### config.mk
export PLATFORM = sky130hd
export DESIGN_NAME = branch_predictor_table
export DESIGN_NICKNAME = d
export VERILOG_FILES = /design/src/rtl/branch_predictor_table_pkg.sv /design/src/rtl/branch_predictor_table_sat_counter.sv /design/src/rtl/branch_predictor_table.sv
export SDC_FILE = /design/constraint.sdc
export NUM_CORES = 1
export LEC_CHECK = 0
export ABC_AREA = 1
export CAP_MARGIN = 5
export CELL_PAD_IN_SITES_DETAIL_PLACEMENT = 0
export CELL_PAD_IN_SITES_GLOBAL_PLACEMENT = 1
export CORE_MARGIN = 4
export CORE_UTILIZATION = 30
export DETAILED_ROUTE_END_ITERATION = 10
export GPL_ROUTABILITY_DRIVEN = 0
export PLACE_DENSITY_LB_ADDON = 0.1
export SYNTH_ARGS = -nofsm -noshare
export SYNTH_HDL_FRONTEND = slang
export SYNTH_HIERARCHICAL = 1
export SYNTH_SLANG_ARGS = --single-unit
### constraint.sdc
create_clock -name clk -period 2.3 [get_ports clk]
set_clock_uncertainty 0.15 [all_clocks]
set_input_delay 0.23 -clock clk [delete_from_list [all_inputs] [get_ports clk]]
set_output_delay 0.23 -clock clk [all_outputs]
set_load 0.05 [all_outputs]
### src/rtl/branch_predictor_table_pkg.sv
// Shared encodings and the saturating-counter step for the branch predictor table.
package bp_pkg;

  // Widest counter the shared helper supports; per-entry widths are narrower slices.
  localparam int unsigned CNT_MAX_W = 8;

  typedef enum logic [1:0] {
    SNT = 2'd0,
    WNT = 2'd1,
    WT  = 2'd2,
    ST  = 2'd3
  } cnt2_e;

  function automatic logic [CNT_MAX_W-1:0] sat_next(
    input logic [CNT_MAX_W-1:0] cnt,
    input int unsigned          w,
    input logic                 taken
  );
    logic [CNT_MAX_W:0]   one_sh;
    logic [CNT_MAX_W-1:0] max_v;
    one_sh = (CNT_MAX_W+1)'(1) << w;
    max_v  = CNT_MAX_W'(one_sh - (CNT_MAX_W+1)'(1));
    if (taken) return (cnt >= max_v) ? max_v : cnt + CNT_MAX_W'(1);
    else       return (cnt == '0)    ? '0    : cnt - CNT_MAX_W'(1);
  endfunction

endpackage

### src/rtl/branch_predictor_table_sat_counter.sv
// Combinational next state for one CNT_W-bit saturating counter.
module bp_sat_counter
  import bp_pkg::*;
#(
  parameter int unsigned CNT_W = 2
) (
  input  logic [CNT_W-1:0] cnt_i,
  input  logic             taken_i,
  output logic [CNT_W-1:0] cnt_o
);

  logic [CNT_MAX_W-1:0] nxt_wide;

  always_comb begin
    nxt_wide = sat_next(CNT_MAX_W'(cnt_i), CNT_W, taken_i);
    cnt_o    = nxt_wide[CNT_W-1:0];
  end

endmodule

### src/rtl/branch_predictor_table.sv
// Branch history table of saturating counters: registered lookup, execute-side training,
// single-cycle flush and a saturating mispredict counter.
module branch_predictor_table
  import bp_pkg::*;
#(
  parameter int unsigned IDX_W    = 5,
  parameter int unsigned CNT_W    = 2,
  parameter int unsigned INIT_CNT = 1,
  parameter int unsigned STAT_W   = 16
) (
  input  logic              clk,
  input  logic              arst_n,
  input  logic              lookup_en,
  input  logic [IDX_W-1:0]  lookup_idx,
  output logic              pred_taken,
  output logic              pred_valid,
  input  logic              upd_en,
  input  logic [IDX_W-1:0]  upd_idx,
  input  logic              upd_taken,
  input  logic              upd_pred,
  input  logic              flush,
  output logic [STAT_W-1:0] mispredict_cnt
);

  localparam int unsigned DEPTH = 2 ** IDX_W;
  localparam logic [CNT_W-1:0] INIT_V = CNT_W'(INIT_CNT);

  logic [CNT_W-1:0]  table_q [DEPTH];
  logic [CNT_W-1:0]  table_d [DEPTH];
  logic              pred_taken_q, pred_taken_d;
  logic              pred_valid_q, pred_valid_d;
  logic [STAT_W-1:0] mis_q, mis_d;
  logic [CNT_W-1:0]  upd_nxt;

  bp_sat_counter #(.CNT_W(CNT_W)) u_sat (
    .cnt_i  (table_q[upd_idx]),
    .taken_i(upd_taken),
    .cnt_o  (upd_nxt)
  );

  // Lookup reads table_q, so a same-cycle update or flush is never bypassed.
  always_comb begin
    pred_valid_d = lookup_en;
    pred_taken_d = lookup_en ? table_q[lookup_idx][CNT_W-1] : pred_taken_q;
  end

  always_comb begin
    for (int i = 0; i < DEPTH; i++) table_d[i] = table_q[i];
    if (flush) begin
      for (int i = 0; i < DEPTH; i++) table_d[i] = INIT_V;
    end else if (upd_en) begin
      table_d[upd_idx] = upd_nxt;
    end
  end

  // Counted even when a flush discards the update.
  always_comb begin
    mis_d = mis_q;
    if (upd_en && (upd_pred != upd_taken) && (mis_q != '1)) mis_d = mis_q + STAT_W'(1);
  end

  always_ff @(posedge clk) begin
    if (!arst_n) begin
      for (int i = 0; i < DEPTH; i++) table_q[i] <= INIT_V;
      pred_taken_q <= 1'b0;
      pred_valid_q <= 1'b0;
      mis_q        <= '0;
    end else begin
      for (int i = 0; i < DEPTH; i++) table_q[i] <= table_d[i];
      pred_taken_q <= pred_taken_d;
      pred_valid_q <= pred_valid_d;
      mis_q        <= mis_d;
    end
  end

  assign pred_taken     = pred_taken_q;
  assign pred_valid     = pred_valid_q;
  assign mispredict_cnt = mis_q;

endmodule
==> results.cfg <==
[sta]
layout_setup_ws_ns = 0.187
fin_crit_sh = 0.919
hold_ws_ns = 0.320
rsz0062_at_grt = false
maxSlewViolCount = 0
setup_viol = 0
fmax_mhz = 473
hold_viol = 0
finalCriticalPeriod_ns = 2.11
tightestPinTransition_ns = 0.585
max_slew_margin = 0.610

[clocking]
cts_root_buf = clkbuf_16
clockBufferDepth = 2
cts_sinks = 82
hold_buffers = 0
cts_setup_buffers = 0
clk_pin_slew_worst_paths_ns = 0.06
cts.htree.levels = 3
clock_latency_ns = 0.35
post_cts_resized = 0
cts_tree = yes
numCtsBuffers = 9

[synth]
ys_warn_count = 6
syn_nets = 658
synthDistinctLibCells = 25
synthCells = 640
synth-seq-cells = 82
syn_avg_cell_area_um2 = 6.61
seq_area_frac_synth = 0.388
syn-cell-area_um2 = 4230
synth.area.top_cells = dfxtp_1, nand2_1, nor2_1
synth_top_cell_area_share = 0.388
synth_area_leader_cell = dfxtp_1

[cells_and_area]
multi_input_area_um2 = 2210
nFillCells = 1473
ff_latch_area_um2 = 1640
fin_cells = 875
layout_commonest_cell = nand2_1
drive_above_1_share = 0.0806
antennaDiodeCount = 0
layout.nets = 710
fin_util = 0.384
layout_common_cells = nand2_1, nor2_1, dfxtp_1, inv_1, nand3_1
area_growth_pct = 25.7

[floorplanning]
core_area_um2 = 13800
io_pins = 35
die-area_um2 = 16100
fp.dieW_um = 127
initial_core_util = 0.306
dieHeight_um = 127
rows = 43

[route]
vias = 4319
drtIter0Drc = 349
ant_nets = 0
routed_via_density = 4.94
wirelength_um = 13900
firstDrtPassIters = 4
drc = 0
wl_per_cell_um = 15.9

[critical_path]
path_max_fanout = 16
critical_path_class = in -> reg
end_kind = flip-flop
critPathRequiredTime_ns = 2.42
r2r_setup_slack_ns = 0.27
crit_arrival_ns = 2.23
cp-start-kind = primary input

[global_route]
antenna_found_initial = 0
overflow = 0
grt.total_usage = 0.177
grt_max_degree = 55
grt_first_pass_wirelength_um = 22200
grt_pass1_vias = 3985

[placed_design]
dp_cells = 860
place_ws_ns = -0.321
placement.io_buffers = 34
hpwl_um = 9590

[worst_hold_path]
hp-class = in -> reg

[power]
power.leakage_nw = 2.30
power_mw = 3.34
irDropWorstVdd_v = 0.000293
power_per_cell_area_nw_per_um2 = 629

[run]
drv_cap = 0

[run_status]
status = finished, final reports clean
[critical path, cell delays in order]
cell	delay (ns)
clkdlybuf4s50_1	0.50
buf_4	0.18
nor3_1	0.38
nand2_1	0.10
nand2_1	0.07
inv_1	0.04
nand4_1	0.11
nand2_1	0.08
nand2_1	0.08
inv_2	0.06
clkbuf_16	0.18
o211ai_1	0.19
[Yosys cell counts, drive strengths merged]
| cell type | count |
|---|---|
| nand3b | 1 |
| inv | 71 |
| nand3 | 36 |
| a21oi | 16 |
| clkbuf | 11 |
| nor2 | 116 |
| buf | 14 |
| xor2 | 5 |
| ha | 1 |
| o21ai | 39 |
| a22oi | 32 |
| nand4 | 4 |
| nand2 | 164 |
| nor3 | 12 |
| xnor2 | 4 |
| dfxtp | 82 |
| o211ai | 32 |
[sequential cells by signal (all words and copies together) (netlist names)]
register        cells
pred_taken          1
table_q            64
mispredict_cnt     16
pred_valid          1
[metal layers]
metal  part of all wire  track usage  vias to the layer above
li1                   -            -                     2192
met1               0.48        0.244                     1999
met2               0.45        0.275                      109
met3              0.046       0.0286                       19
met4              0.023       0.0744                        0
met5                  0            0                        -
[worst paths after layout]
path	start	depth (start not counted)	to
max	upd_idx[4]	12	table_q[25][0]$_SDFFE_PP1P_
min	lookup_en	3	pred_valid$_SDFF_PN0_
min reg2reg	table_q[8][0]$_SDFFE_PP1P_	2	table_q[8][0]$_SDFFE_PP1P_
max reg2reg	mispredict_cnt[1]$_SDFFE_PN0P_	9	mispredict_cnt[0]$_SDFFE_PN0P_
[logic make-up after synthesis]
kind of cell             Yosys count  share of synthesized area
AND/OR/NAND/NOR                  333                      0.319
AO/OA/AOI/OAI                    119                      0.179
buffers and inverters             96                     0.0926
flip-flops                        82                      0.388
XOR/XNOR                           9                     0.0186
adder cells (fa/ha/maj)            1                    0.00296
[power by group]
group | total [mW] | leakage (nW) | internal [mW] | switching (mW)
registers | 1.44 | 0.663 | 1.43 | 0.0103
clock network | 1.48 | 0.147 | 0.885 | 0.591
logic | 0.427 | 1.49 | 0.152 | 0.275
[layout make-up]
| type | instances | area share |
|---|---|---|
| well taps | 180 | 0.0424 |
| clock buffers | 11 | 0.0476 |
| inverters | 71 | 0.0509 |
| multi-input cells | 462 | 0.415 |
| repair buffers | 66 | 0.128 |
| flip-flops and latches | 82 | 0.309 |
| clock inverters | 3 | 0.00753 |
[metrics by stage]
stage / instance area (µm²) / TNS [ns]
3_3_place_gp: 4980 / -18.87
2_1_floorplan: 4230 / 0
4_1_cts: 5280 / 0
3_5_place_dp: 4980 / -19.54
5_1_grt: 5310 / 0
6_report: 5310 / 0
Power figures use the tool's default switching activity.
